## src/rtl/bird_physics_if.sv

```systemverilog
// Signal bundle between the bird physics stage and its neighbours:
// raw button, frame timing and collision in; bird position/state out.
interface bird_physics_if;
   logic       flap_btn;
   logic       vsync;
   logic       hit;
   logic [9:0] bird_y;
   logic [5:0] bird_vel;
   logic [1:0] game_state;
   logic       frame_tick;

   modport master (
      output flap_btn, vsync, hit,
      input  bird_y, bird_vel, game_state, frame_tick
   );

   modport slave (
      input  flap_btn, vsync, hit,
      output bird_y, bird_vel, game_state, frame_tick
   );
endinterface

```

## src/rtl/bird_physics.sv

```systemverilog
// Flappy-bird vertical physics: debounced flap button, once-per-frame gravity
// and impulse integration, and the IDLE/PLAY/DEAD game state machine.
module bird_physics #(
   parameter int SCREEN_H        = 480,
   parameter int BIRD_SIZE       = 20,
   parameter int START_Y         = 240,
   parameter int GRAVITY         = 1,
   parameter int FLAP_IMPULSE    = 8,
   parameter int MAX_FALL        = 10,
   parameter int DEBOUNCE_CYCLES = 250000
) (
   input  logic          dclk,
   input  logic          clr,
   bird_physics_if.slave bus
);
   localparam int FLOOR_Y = SCREEN_H - BIRD_SIZE;
   localparam int CNT_W   = (DEBOUNCE_CYCLES > 1) ? $clog2(DEBOUNCE_CYCLES) : 1;

   localparam logic [CNT_W-1:0]  CNT_LAST = CNT_W'(DEBOUNCE_CYCLES - 1);
   localparam logic signed [10:0] GRAV_S  = 11'(GRAVITY);
   localparam logic signed [10:0] FALL_S  = 11'(MAX_FALL);
   localparam logic signed [10:0] IMP_S   = 11'(FLAP_IMPULSE);
   localparam logic signed [10:0] FLOOR_S = 11'(FLOOR_Y);
   localparam logic signed [10:0] ZERO_S  = 11'sd0;
   localparam logic signed [5:0]  VEL_UP  = -6'(FLAP_IMPULSE);

   typedef enum logic [1:0] {
      IDLE = 2'b00,
      PLAY = 2'b01,
      DEAD = 2'b10
   } state_t;

   logic             btn_meta;
   logic             btn_sync;
   logic             btn_prev;
   logic             btn_db;
   logic [CNT_W-1:0] db_cnt;
   logic             flap_req;
   logic             hit_latch;
   logic             vsync_q;
   logic             tick;

   state_t           state;
   logic [9:0]       y;
   logic signed [5:0] vel;

   logic             btn_stable;
   logic             flap_rise;
   logic signed [10:0] vel_ext;
   logic signed [10:0] v_grav;
   logic signed [10:0] v_new;
   logic signed [10:0] y_new;

   assign btn_stable = (btn_sync == btn_prev);
   // A flap is the debounced level being accepted high while it was low.
   assign flap_rise  = btn_stable && (db_cnt == CNT_LAST) && btn_sync && !btn_db;

   // NOTE: sequential state uses non-blocking assignments so every register
   // samples the pre-edge values, independent of statement order.
   always_ff @(posedge dclk or posedge clr) begin
      if (clr) begin
         btn_meta  <= 1'b0;
         btn_sync  <= 1'b0;
         btn_prev  <= 1'b0;
         btn_db    <= 1'b0;
         db_cnt    <= '0;
         flap_req  <= 1'b0;
         hit_latch <= 1'b0;
         vsync_q   <= 1'b0;
         tick      <= 1'b0;
      end else begin
         btn_meta <= bus.flap_btn;
         btn_sync <= btn_meta;
         btn_prev <= btn_sync;

         if (!btn_stable)
            db_cnt <= '0;
         else if (db_cnt == CNT_LAST)
            btn_db <= btn_sync;
         else
            db_cnt <= db_cnt + 1'b1;

         // Set wins over the frame-tick clear so late events roll into the next frame.
         if (flap_rise)
            flap_req <= 1'b1;
         else if (tick)
            flap_req <= 1'b0;

         if (bus.hit)
            hit_latch <= 1'b1;
         else if (tick)
            hit_latch <= 1'b0;

         vsync_q <= bus.vsync;
         tick    <= vsync_q & ~bus.vsync;
      end
   end

   // NOTE: every variable gets a value on every path through always_comb,
   // otherwise synthesis infers a latch.
   always_comb begin
      vel_ext = {{5{vel[5]}}, vel};
      v_grav  = vel_ext + GRAV_S;
      if (v_grav > FALL_S)
         v_grav = FALL_S;
      v_new = flap_req ? -IMP_S : v_grav;
      y_new = $signed({1'b0, y}) + v_new;
   end

   always_ff @(posedge dclk or posedge clr) begin
      if (clr) begin
         state <= IDLE;
         y     <= 10'(START_Y);
         vel   <= '0;
      end else if (tick) begin
         case (state)
            IDLE: begin
               if (flap_req) begin
                  state <= PLAY;
                  vel   <= VEL_UP;
               end
            end
            PLAY: begin
               if (y_new < ZERO_S) begin
                  y   <= '0;
                  vel <= '0;
               end else if (y_new >= FLOOR_S) begin
                  y     <= 10'(FLOOR_Y);
                  vel   <= '0;
                  state <= DEAD;
               end else begin
                  y   <= y_new[9:0];
                  vel <= v_new[5:0];
               end
               if (hit_latch)
                  state <= DEAD;
            end
            DEAD: begin
               if (flap_req) begin
                  state <= IDLE;
                  y     <= 10'(START_Y);
                  vel   <= '0;
               end
            end
            default: state <= IDLE;
         endcase
      end
   end

   assign bus.bird_y     = y;
   assign bus.bird_vel   = vel;
   assign bus.game_state = state;
   assign bus.frame_tick = tick;
endmodule

```

## src/flat_wrapper.sv

```systemverilog
// flat-port wrapper written by rule: the top's interface ports become plain ports
module bird_physics_flat 
#(
   parameter int SCREEN_H        = 480,
   parameter int BIRD_SIZE       = 20,
   parameter int START_Y         = 240,
   parameter int GRAVITY         = 1,
   parameter int FLAP_IMPULSE    = 8,
   parameter int MAX_FALL        = 10,
   parameter int DEBOUNCE_CYCLES = 250000
)
  (dclk, clr, bus_flap_btn, bus_vsync, bus_hit, bus_bird_y, bus_bird_vel, bus_game_state, bus_frame_tick);
  bird_physics_if bus_i ();
  input  logic dclk;
  input  logic clr;
  input wire logic [$bits(bus_i.flap_btn)-1:0] bus_flap_btn;
  input wire logic [$bits(bus_i.vsync)-1:0] bus_vsync;
  input wire logic [$bits(bus_i.hit)-1:0] bus_hit;
  output wire logic [$bits(bus_i.bird_y)-1:0] bus_bird_y;
  output wire logic [$bits(bus_i.bird_vel)-1:0] bus_bird_vel;
  output wire logic [$bits(bus_i.game_state)-1:0] bus_game_state;
  output wire logic [$bits(bus_i.frame_tick)-1:0] bus_frame_tick;
  assign bus_i.flap_btn = bus_flap_btn;
  assign bus_i.vsync = bus_vsync;
  assign bus_i.hit = bus_hit;
  assign bus_bird_y = bus_i.bird_y;
  assign bus_bird_vel = bus_i.bird_vel;
  assign bus_game_state = bus_i.game_state;
  assign bus_frame_tick = bus_i.frame_tick;
  bird_physics #(.SCREEN_H(SCREEN_H), .BIRD_SIZE(BIRD_SIZE), .START_Y(START_Y), .GRAVITY(GRAVITY), .FLAP_IMPULSE(FLAP_IMPULSE), .MAX_FALL(MAX_FALL), .DEBOUNCE_CYCLES(DEBOUNCE_CYCLES)) u_core (.dclk(dclk), .clr(clr), .bus(bus_i));
endmodule
```

## config.mk

```make
export PLATFORM = sky130hd
export DESIGN_NAME = bird_physics_flat
export DESIGN_NICKNAME = d
export VERILOG_FILES = /design/src/rtl/bird_physics_if.sv /design/src/rtl/bird_physics.sv /design/src/flat_wrapper.sv
export SDC_FILE = /design/constraint.sdc
export NUM_CORES = 1
export LEC_CHECK = 0
export ABC_AREA = 1
export CAP_MARGIN = 20
export CORE_ASPECT_RATIO = 0.8
export CORE_UTILIZATION = 40
export DETAILED_ROUTE_END_ITERATION = 7
export DONT_BUFFER_PORTS = 1
export PLACE_DENSITY = 0.62
export SLEW_MARGIN = 20
export SYNTH_ARGS = -nofsm -noshare
export SYNTH_HDL_FRONTEND = slang
export SYNTH_SLANG_ARGS = --single-unit
```

## constraint.sdc

```tcl
create_clock -name dclk -period 4.4 [get_ports dclk]
set_clock_uncertainty 0.15 [all_clocks]
set_input_delay 1.32 -clock dclk [delete_from_list [all_inputs] [get_ports dclk]]
set_output_delay 1.32 -clock dclk [all_outputs]
set_load 0.02 [all_outputs]
```

=== Word-level counts from Yosys, hierarchy flattened ===
Index checks and enable logic that the tools add are counted.

* Word-level logic and storage cells: 64
* Memories: 0
* Register bits after elaboration: 44
* Output and inout bits: 19
* Bits in writable memories: 0
* Memory bits (read-only): 0
* Bits in latches: 0

* Bitwise operators: 2
* Reduce and logical (&&, ||, !) cells: 13
* $mul: 0
* Equality and inequality tests: 9
* $add $sub $neg: 3
* Div/mod/pow operators: 0
* Muxes and demuxes: 22
* Shift-type cells: 0
* Magnitude comparators: 3

{| class="wikitable"
|+ Operator list
! operator !! number
|-
| 18-bit 2-to-1 mux || 2
|-
| 10-bit 2-to-1 mux || 3
|-
| 6-bit 2-to-1 mux || 4
|-
| 11-bit 2-to-1 mux || 2
|-
| 10-bit one-hot mux with 2 select lines || 1
|-
| 18-bit by 1-bit adder with 18-bit output (second input constant) || 1
|-
| 18-bit equality test (second input constant) || 1
|-
| 6-bit one-hot mux with 3 select lines || 1
|-
| 11-bit adder || 1
|-
| 11-bit by 10-bit >= comparator with 1-bit output (second input constant) || 1
|-
| 11-bit by 5-bit greater-than comparator with 1-bit output (second input constant) || 1
|-
| 11-bit by 1-bit less-than comparator with 1-bit output (second input constant) || 1
|-
| 2-bit 2-to-1 mux || 5
|-
| 6-bit by 2-bit adder with 7-bit output (second input constant) || 1
|-
| 2-bit one-hot mux with 3 select lines || 1
|-
| 2-bit nonzero test || 3
|-
| 5-bit AND reduction || 1
|-
| 2-bit by 1-bit inequality test with 1-bit output (second input constant) || 2
|-
| 4-bit AND reduction || 1
|-
| 1-bit logical AND || 3
|-
| 1-bit 2-to-1 mux || 3
|-
| 3-bit by 1-bit inequality test with 1-bit output (second input constant) || 1
|-
| 3-bit by 2-bit inequality test with 1-bit output (second input constant) || 1
|-
| 3-bit AND reduction || 1
|-
| other kinds (10) || 10
|}

=== Depth between registers and ports, before layout ===
Gate-level depths: netlist (run 1).

* Depth after elaboration: 10
* Depth in mapped cells: 26

=== Worst setup path before layout (run 1) ===
OpenSTA, ideal clock, no wires.

* Path type: reg-to-reg
* From: register u_core.vel[0] (netlist: u_core.bus.bird_vel[0])
* To: register u_core.state[0] (netlist: u_core.bus.game_state[0])
* Cell stages (with the launch flop): 25
* Required time: 4.132 ns
* Path slack: 0.988 ns
* Arrival: 3.145 ns
* Cells stage by stage: dfrtp_1 > ha_1 > xnor2_1 > o21ai_0 > nand2_1 > nand3_1 > nand2_2 > nand2_1 > nor2_1 > ha_1 > inv_1 > fa_1 > nand3b_1 > nand2_1 > nand2_1 > nand2_1 > nand2_1 > nand2_1 > nand4_2 > nand2_4 > nand2_4 > nand3_2 > nand2_1 > nand2_1 > nand2_1

* Word-level cells in the longest chain between the ends: 8

{| class="wikitable"
|+ Ends and longest elaborated chain
! what !! RTL line !! RTL
|-
| from (decl) || bird_physics.sv:45 || <nowiki>logic signed [5:0] vel;</nowiki>
|-
| from (signal assigned) || bird_physics.sv:133 || <nowiki>vel <= v_new[5:0];</nowiki>
|-
| 6-bit by 2-bit adder with 7-bit output * || bird_physics.sv:103 || <nowiki>v_grav = vel_ext + GRAV_S;</nowiki>
|-
| 11-bit by 5-bit greater-than comparator with 1-bit output || bird_physics.sv:104 || <nowiki>if (v_grav > FALL_S)</nowiki>
|-
| 11-bit 2-to-1 mux * || bird_physics.sv:104 ||
|-
| 11-bit 2-to-1 mux * || bird_physics.sv:106 || <nowiki>v_new = flap_req ? -IMP_S : v_grav;</nowiki>
|-
| 11-bit adder * || bird_physics.sv:107 || <nowiki>y_new = $signed({1'b0, y}) + v_new;</nowiki>
|-
| 11-bit by 1-bit less-than comparator with 1-bit output / 11-bit by 10-bit >= comparator with 1-bit output (equally long branches) || bird_physics.sv:124, bird_physics.sv:127 ||
|-
| 3-bit by 2-bit inequality test with 1-bit output (no line) / 3-bit by 1-bit inequality test with 1-bit output (equally long branches) || -- ||
|-
| 5-bit AND reduction (no line) * || -- ||
|-
| to (signal assigned) || bird_physics.sv:112 || <nowiki>state <= IDLE;</nowiki>
|-
| to (signal assigned) || bird_physics.sv:119 || <nowiki>state <= PLAY;</nowiki>
|-
| to (signal assigned) || bird_physics.sv:130 || <nowiki>state <= DEAD;</nowiki>
|-
| to (decl) || bird_physics.sv:43 || <nowiki>state_t state;</nowiki>
|}

Mark *: on every way between the ends. The rest lies on a longest branch, timed or not.
A chain may end at the register's enable or synchronous reset.

=== Worst setup path after layout (run 1) ===
* From: register u_core.vel[0] (netlist: u_core.bus.bird_vel[0])
* To: register u_core.vel[1] (netlist: u_core.bus.bird_vel[1])

* Word-level cells in the longest chain between the ends: 9

{| class="wikitable"
|+ Ends and longest elaborated chain
! what !! RTL line !! RTL
|-
| 6-bit by 2-bit adder with 7-bit output * || bird_physics.sv:103 ||
|-
| 11-bit by 5-bit greater-than comparator with 1-bit output || bird_physics.sv:104 ||
|-
| 11-bit 2-to-1 mux * || bird_physics.sv:104 ||
|-
| 11-bit 2-to-1 mux * || bird_physics.sv:106 ||
|-
| 11-bit adder || bird_physics.sv:107 ||
|-
| 11-bit by 10-bit >= comparator with 1-bit output || bird_physics.sv:127 || <nowiki>end else if (y_new >= FLOOR_S) begin</nowiki>
|-
| 6-bit 2-to-1 mux || bird_physics.sv:127 ||
|-
| 6-bit 2-to-1 mux * || bird_physics.sv:124 || <nowiki>if (y_new < ZERO_S) begin</nowiki>
|-
| 6-bit one-hot mux with 3 select lines * || bird_physics.sv:116 || <nowiki>case (state)</nowiki>
|}

Marked as above.

==> results of run 1 <==
## worst max-delay path by stage
stage	to	slack [ns]
4_1_cts	u_core.bus.game_state[1]$_DFFE_PP0P_	0.53
2_1_floorplan	u_core.bus.game_state[0]$_DFFE_PP0P_	0.99
3_5_place_dp	u_core.bus.game_state[0]$_DFFE_PP0P_	0.55
6_report	u_core.bus.bird_vel[1]$_DFFE_PP0P_	0.52
3_3_place_gp	u_core.bus.game_state[1]$_DFFE_PP0P_	0.69
5_1_grt	u_core.bus.game_state[0]$_DFFE_PP0P_	0.11
## flip-flops by register name, summed over array words and instances, names as in the netlist, 2 cells and up
| name | count |
|---|---|
| u_core.bus.game_state | 2 |
| u_core.bus.bird_y | 10 |
| u_core.bus.bird_vel | 6 |
| u_core.db_cnt | 18 |
## per-stage QoR
| step | total power [W] | setup WS (ns) | utilization |
|---|---|---|---|
| after global routing | 0.000783 | 0.114 | 0.450 |
| after floorplan | 0.000439 | 0.988 | - |
| after global placement | 0.000445 | 0.685 | 0.434 |
| final | 0.000752 | 0.519 | 0.450 |
| after detailed placement | 0.000446 | 0.552 | 0.434 |
| after CTS | 0.000759 | 0.529 | 0.450 |
## Yosys cell counts, types with 2 or more instances
master	number
nand3b_1	3
a2bb2oi_1	2
xor2_1	5
o21bai_1	2
o21ai_0	16
nand4_1	7
ha_1	18
nor3_1	3
nand2_2	3
o21ai_1	3
a21oi_1	12
a31oi_1	3
xnor2_1	2
nand3_1	28
nor3_2	4
nand2_1	97
nor2_2	2
nor4_1	5
nor2_1	43
inv_1	71
dfstp_2	4
o21a_1	3
a21oi_2	5
inv_2	4
dfrtp_1	40
nand2_4	3
nand3_2	2
## cells by family after synthesis
logic type	after synthesis
xor+xnor	7
flops	44
simple gates	203
fa+ha+maj	19
compound gates	48
buf+inv	78
## per-layer routing
layer | wire, µm | global-route usage | part of all wire | vias to the layer above
met4 | 88 | 0.0561 | 0.013 | 0
li1 | - | - | - | 1278
met3 | 431 | 0.0463 | 0.066 | 10
met5 | 0 | 0 | 0 | -
met1 | 3630 | 0.304 | 0.55 | 1131
met2 | 2390 | 0.248 | 0.37 | 63
## cell type report
class                           count  area [µm²]
Clock buffer                        5        68.8
Sequential cell                    44        1110
Clock inverter                      3        42.5
Multi-Input combinational cell    277        1530
Inverter                           77         292
Fill cell                         696        3850
Tap cell                           87         109
## cells in the final DEF, fill, tap and decap left out, types with 4 or more instances in the layout
| cell | instances |
|---|---|
| inv_2 | 5 |
| inv_1 | 70 |
| xor2_1 | 5 |
| nor3_2 | 4 |
| clkbuf_8 | 5 |
| a21oi_2 | 5 |
| nor4_1 | 5 |
| nand3_1 | 28 |
| nor2_1 | 43 |
| o21ai_0 | 16 |
| dfrtp_1 | 40 |
| nand2_1 | 97 |
| nand4_1 | 7 |
| dfstp_2 | 4 |
| ha_1 | 18 |
| a21oi_1 | 12 |
## power breakdown
part	switching, W	internal (W)	total, W
combinational	0.0000185	0.00000513	0.0000236
clock	0.000147	0.000168	0.000315
sequential	0.00000347	0.000410	0.000413
## worst reg2reg max path: stages (launching register included)
cell and delay, ns:
dfrtp_1 0.52, ha_1 0.30, xnor2_1 0.20, o21ai_0 0.12, nand2_1 0.08, nand3_1 0.09, nand2_2 0.10, nand2_1 0.08
nor2_1 0.14, ha_1 0.25, inv_1 0.08, fa_1 0.41, nand3b_1 0.20, nand2_1 0.14, nand2_2 0.08, nand2_2 0.07
a21oi_2 0.05, inv_1 0.05, nand2_1 0.07, nand2_4 0.09, inv_4 0.05, nand2_4 0.08, nand2_1 0.05, nor2_1 0.22
nand2_1 0.08, nand2_1 0.06
==> flow_metrics.py, run 1 <==
metrics = {
    "run_status": {
        "outcome": "finished with violations",
        "violations": "design-rule violations",
    },
    "floorplanning": {
        "dieWidth_um": 97.7,
        "rows": 27,
        "fp.dieH_um": 78.5,
        "die_area_um2": 7670,
        "core_area_um2": 6990,
        "start_util": 0.419,
        "io_pins": 24,
    },
    "critical_path": {
        "cp-end-kind": "register",
        "cp.depth": 25,
        "critPathMostFrequentCell": "nand2_1",
        "cp_max_fo": 6,
        "cpPeakStageDelay_ns": 0.52,
        "worstPathArrival_ns": 3.98,
        "path_delay_family": "simple AND/OR/NAND/NOR gates",
        "r2r_start": "u_core.bus.bird_vel[0]$_DFFE_PP0P_",
        "r2r_end": "u_core.bus.bird_vel[1]$_DFFE_PP0P_",
        "cp.required_ns": 4.49,
        "crit_type": "register to register",
        "crit_path_top_delay_cell": "dfrtp_1",
        "r2r_cells": 25,
        "startpoint_type": "register",
        "cp_num_buf_inv": 3,
        "crit_start": "u_core.bus.bird_vel[0]$_DFFE_PP0P_",
        "r2r_slack_ns": 0.52,
    },
    "place": {
        "dpl_cell_area_um2": 3030,
        "routabilityCongestion": 0.832,
        "port_buffers": 0,
        "dp_hpwl_um": 5120,
        "post-place-cells": 485,
    },
    "flow_run": {
        "maxCapViolCount": 0,
    },
    "synth": {
        "yosys_most_used_dff": "dfrtp_1",
        "syn-num-nets": 423,
        "synth_compound_area_frac": 0.0982,
        "yosysUniqueCellTypes": 36,
        "synth.largest_area_cell": "dfrtp_1",
        "synth-edff-count": 0,
        "syn_avg_cell_area_um2": 7.34,
        "yosysWarnings": 0,
        "synth_top_area_share": 0.342,
        "ys_seq_area_frac": 0.378,
        "synthCells": 399,
        "synth.area.top_cells": "dfrtp_1 (34%), nand2_1 (12%), inv_1 (9.1%), ha_1 (7.7%), nor2_1 (5.5%)",
        "synth-simple-area-share": 0.319,
        "synthMuxAreaShare": 0,
        "async_reset_ff_frac": 1.00,
        "netlist_area_um2": 2930,
        "synth_xor_xnor_area_share": 0.0209,
        "synth_seq_cells": 44,
        "synthAdderAreaFrac": 0.0837,
        "synth_top_family_by_area": "simple AND/OR/NAND/NOR gates",
    },
    "route": {
        "drt-wirelength-per-cell_um": 13.3,
        "drtIter0Drc": 158,
        "first_pass_iters": 7,
        "wl_um": 6550,
        "ant_nets": 0,
        "vias": 2482,
        "viasPerCell": 5.03,
        "drc": 2,
    },
    "worst_hold_path": {
        "whs_endpoint": "u_core.btn_sync$_DFF_PP0_",
        "whs_path_depth": 0,
        "hp-start": "u_core.btn_meta$_DFF_PP0_",
        "hold_class": "register to register",
    },
    "global_route": {
        "grt_usage": 0.192,
        "grt_pass1_vias": 2343,
        "grt_pass1_wl_um": 11500,
        "grt_max_degree": 45,
        "grt-ovfl-total": 0,
        "antenna_found_initial": 0,
    },
    "cts": {
        "h-tree-depth": 2,
        "cts_setup_buffers": 0,
        "clk-insertion-delay-late_ns": 0.30,
        "post_cts_resized": 0,
        "cts_tree": "built",
        "cts_buffers": 5,
        "cts.sinks": 44,
        "root_buffer": "clkbuf_8",
        "holdBufCountCts": 0,
        "cts_buffer_depth": 2,
        "path_clk_slew_ns": 0.09,
    },
    "timing": {
        "finalHoldViolations": 0,
        "slew_headroom": 0.387,
        "hold_ws_ns": 0.205,
        "timing.final.max_slew_violations": 0,
        "fin_crit_sh": 0.882,
        "worst_pin_slew_ns": 0.919,
        "finalSetupViolCount": 0,
        "rsz0062_at_grt": "false",
        "setup_tns_ns": 0,
        "max_freq_ghz": 0.258,
        "finalWorstPathRequiredPeriod_ns": 3.88,
    },
    "finish": {
        "fin_nets": 429,
        "synthToLayoutAreaGrowth_pct": 7.39,
        "diodes": 0,
        "design_area_um2": 3150,
        "stdcell_count": 493,
        "drive_gt1_frac": 0.0961,
    },
    "pwr": {
        "ir_worst_vdd_v": 0.000117,
        "leakagePower_nw": 1.54,
        "power_density_nw_per_um2": 239,
    },
}
No activity file was read; power rests on OpenSTA's default activity.
==> run 2, diff against run 1 <==
--- a/config.mk
+++ b/config.mk
@@ -5,10 +5,11 @@
 export SDC_FILE = /design/constraint.sdc
 export NUM_CORES = 1
 export LEC_CHECK = 0
-export ABC_AREA = 1
+export ABC_AREA = 0
 export CAP_MARGIN = 20
 export CORE_ASPECT_RATIO = 0.8
 export CORE_UTILIZATION = 40
+export CTS_BUF_LIST = sky130_fd_sc_hd__clkbuf_8
 export DETAILED_ROUTE_END_ITERATION = 7
 export DONT_BUFFER_PORTS = 1
 export PLACE_DENSITY = 0.62
==> run 2 against run 1 <==
Against the previous run:
- the flow now finishes without violations
- synthesized cell count shrank 23%
- via count decreased by 8.2%
- setup slack worse by 0.28 ns
- final area up 0.16%
- sequential power grew 1%
- final cell count decreased by 18%
- routed wire length shrank 3.8%
- largest power group unchanged
==> flow_metrics.py, run 2 <==
metrics = {
    "floorplanning": {
        "start_util": 0.415,
        "die_area_um2": 7500,
        "rows": 27,
        "core_area_um2": 6890,
        "fp.dieH_um": 77.7,
        "io_pins": 24,
        "dieWidth_um": 96.6,
    },
    "route": {
        "wl_um": 6300,
        "viasPerCell": 5.61,
        "ant_nets": 0,
        "drc": 0,
        "drt-wirelength-per-cell_um": 15.5,
        "drtIter0Drc": 177,
        "vias": 2278,
        "first_pass_iters": 4,
    },
    "critical_path": {
        "r2r_start": "u_core.bus.bird_vel[0]$_DFFE_PP0P_",
        "r2r_slack_ns": 0.24,
        "r2r_end": "u_core.bus.bird_vel[3]$_DFFE_PP0P_",
        "cpPeakStageDelay_ns": 0.44,
        "cp-end-kind": "register",
        "crit_type": "register to register",
        "startpoint_type": "register",
        "worstPathArrival_ns": 4.19,
        "crit_chain": "ha_2, nand4_1, a21oi_2, mux2i_1, o21ai_2, and2_1, nor2b_2, ha_2, inv_1, fa_1, and3b_2, o21ai_2, a21boi_0, a211o_1, o311ai_4, nor2_2, a221o_1",
        "cp.required_ns": 4.43,
        "cp_max_fo": 6,
        "r2r_cells": 17,
        "crit_path_top_delay_cell": "o311ai_4",
    },
    "place": {
        "dp_hpwl_um": 4760,
        "routabilityCongestion": 0.823,
        "post-place-cells": 397,
        "port_buffers": 0,
    },
    "global_route": {
        "grt_pass1_vias": 2117,
        "use_met2": 0.227,
        "antenna_found_initial": 0,
        "met1_usage": 0.309,
        "grt_pass1_wl_um": 10500,
        "grt_usage": 0.182,
        "use_met3": 0.0382,
        "grt.busiest_layer": "met1",
        "grt-ovfl-total": 0,
        "grt_max_degree": 45,
    },
    "worst_hold_path": {
        "hp-start": "u_core.btn_meta$_DFF_PP0_",
        "whs_endpoint": "u_core.btn_sync$_DFF_PP0_",
        "whs_path_depth": 0,
        "hold_class": "register to register",
    },
    "cts": {
        "cts_tree": "built",
        "clk-insertion-delay-late_ns": 0.29,
        "cts_buffers": 5,
        "cts_buffer_depth": 2,
        "h-tree-depth": 2,
        "root_buffer": "clkbuf_8",
        "path_clk_slew_ns": 0.09,
        "holdBufCountCts": 0,
        "cts.sinks": 44,
    },
    "finish": {
        "diodes": 0,
        "drive_gt1_frac": 0.141,
        "stdcell_count": 406,
        "ff_latch_area_um2": 1110,
        "post-route-util": 0.457,
        "top_register": "u_core.db_cnt",
        "fin_nets": 342,
        "fillers": 676,
        "multi_input_area_um2": 1720,
        "largest_register_ffs": 18,
        "synthToLayoutAreaGrowth_pct": 10.1,
        "final_common_cell": "dfrtp_1",
        "final_cell_mix": "dfrtp_1 (38), nor2_1 (35), nand2_1 (25)",
    },
    "synth": {
        "synthCells": 306,
        "synth_top_area_share": 0.350,
        "yosys_most_used_dff": "dfrtp_1",
        "synth-edff-count": 0,
        "yosysMostFrequentCell": "dfrtp_1",
        "yosysWarnings": 0,
        "async_reset_ff_frac": 1.00,
        "yosysUniqueCellTypes": 57,
        "syn-num-nets": 330,
        "synth_seq_cells": 44,
        "synth.largest_area_cell": "dfrtp_1",
        "synth_commonest_cells": "dfrtp_1 (40), nor2_1 (35), nand2_1 (25)",
        "syn_avg_cell_area_um2": 9.35,
        "ys_seq_area_frac": 0.387,
        "netlist_area_um2": 2860,
        "synth.area.top_cells": "dfrtp_1 (35%), ha_1 (7.9%), nor2_1 (4.6%), xor2_1 (4.6%), dfstp_2 (3.7%)",
    },
    "flow_run": {
        "maxCapViolCount": 0,
    },
    "timing": {
        "finalWorstPathRequiredPeriod_ns": 4.16,
        "fin_crit_sh": 0.946,
        "finalHoldViolations": 0,
        "timing.final.max_slew_violations": 0,
        "finalSetupViolCount": 0,
        "max_freq_ghz": 0.240,
        "slew_headroom": 0.365,
        "worst_pin_slew_ns": 0.944,
    },
    "pwr": {
        "power_density_nw_per_um2": 223,
        "ir_worst_vdd_v": 0.000187,
        "leakagePower_nw": 1.46,
    },
    "run_status": {
        "outcome": "finished, final reports clean",
    },
}
==> run 2: changes by cell type in the layout (fill, tap and decap cells not counted), sizes merged, moves of 5 or more <==
cell	previous run	this run
nor2	46	36
inv	76	14
and3	0	5
xnor2	2	11
buf	0	9
xor2	5	15
a22o	0	5
a211o	0	5
nand3	30	15
nand2	103	25
or3	0	8
==> run 2: cells by family (layout without fill, tap and decap cells) <==
group	Yosys count	count (layout)	synth area share
mux	5	5	0.0179
compound gates	64	64	0.169
fa+ha+maj	19	19	0.0857
xor+xnor	26	26	0.0796
buf+inv	18	31	0.0236
flops	44	44	0.387
simple gates	130	130	0.238
==> run 2: cell type report <==
class | instances | share of cell area
Sequential cell | 44 | 0.352
Clock inverter | 2 | 0.00318
Multi-Input combinational cell | 244 | 0.546
Inverter | 14 | 0.0167
Timing Repair Buffer | 9 | 0.0214
Tap cell | 87 | 0.0346
Clock buffer | 6 | 0.0262
==> run 2: what timing repair did <==
item,CTS,global route
buffers inserted,0,1
hold endpoints to repair,0,0
setup endpoints to repair,0,17
resized for setup,0,11
==> run 2: how the worst max path moves through the flow <==
| stage | start | endpoint | slack (ns) |
|---|---|---|---|
| 2_1_floorplan | u_core.bus.bird_vel[1]$_DFFE_PP0P_ | u_core.bus.bird_vel[5]$_DFFE_PP0P_ | 0.24 |
| 3_3_place_gp | u_core.bus.bird_vel[0]$_DFFE_PP0P_ | u_core.bus.bird_vel[5]$_DFFE_PP0P_ | 0.18 |
| 3_5_place_dp | u_core.bus.bird_vel[0]$_DFFE_PP0P_ | u_core.bus.bird_vel[5]$_DFFE_PP0P_ | 0.03 |
| 4_1_cts | u_core.bus.bird_vel[0]$_DFFE_PP0P_ | u_core.bus.bird_vel[5]$_DFFE_PP0P_ | 0.006 |
| 5_1_grt | u_core.bus.bird_vel[0]$_DFFE_PP0P_ | u_core.bus.bird_vel[5]$_DFFE_PP0P_ | -0.006 |
| 6_report | u_core.bus.bird_vel[0]$_DFFE_PP0P_ | u_core.bus.bird_vel[3]$_DFFE_PP0P_ | 0.24 |
==> run 2: worst max-delay path, delay by kind of cell (launching register included) <==
family / cells / cell delay [ns]
AO/OA/AOI/OAI: 7 / 1.70
AND/OR/NAND/NOR: 5 / 0.85
adder cells (fa/ha/maj): 3 / 0.63
flip-flops: 1 / 0.42
multiplexers: 1 / 0.23
buffers and inverters: 1 / 0.06
==> run 2: metal layers <==
metal  vias up  part of all wire
met5         -                 0
met4         0            0.0086
li1       1134                 -
met2        54              0.38
met3         4             0.055
met1      1086              0.55
==> run 2: power by group <==
part / internal, W / total (W) / switching, W
logic: 0.00000858 / 0.0000267 / 0.0000181
clock network: 0.000125 / 0.000256 / 0.000130
registers: 0.000412 / 0.000419 / 0.00000787
total: 0.000545 / 0.000702 / 0.000156
==> run 2: through the flow <==
step	hold slack (ns)	setup TNS [ns]	worst slack (ns)	instance area, µm²	power [W]
2_1_floorplan	0.181	0	0.235	2860	0.000447
3_3_place_gp	0.184	0	0.182	3020	0.000454
3_5_place_dp	0.187	0	0.0284	3020	0.000455
4_1_cts	0.207	0	0.00620	3110	0.000716
5_1_grt	0.206	-0.00670	-0.00555	3150	0.000740
6_report	0.203	0	0.236	3150	0.000702
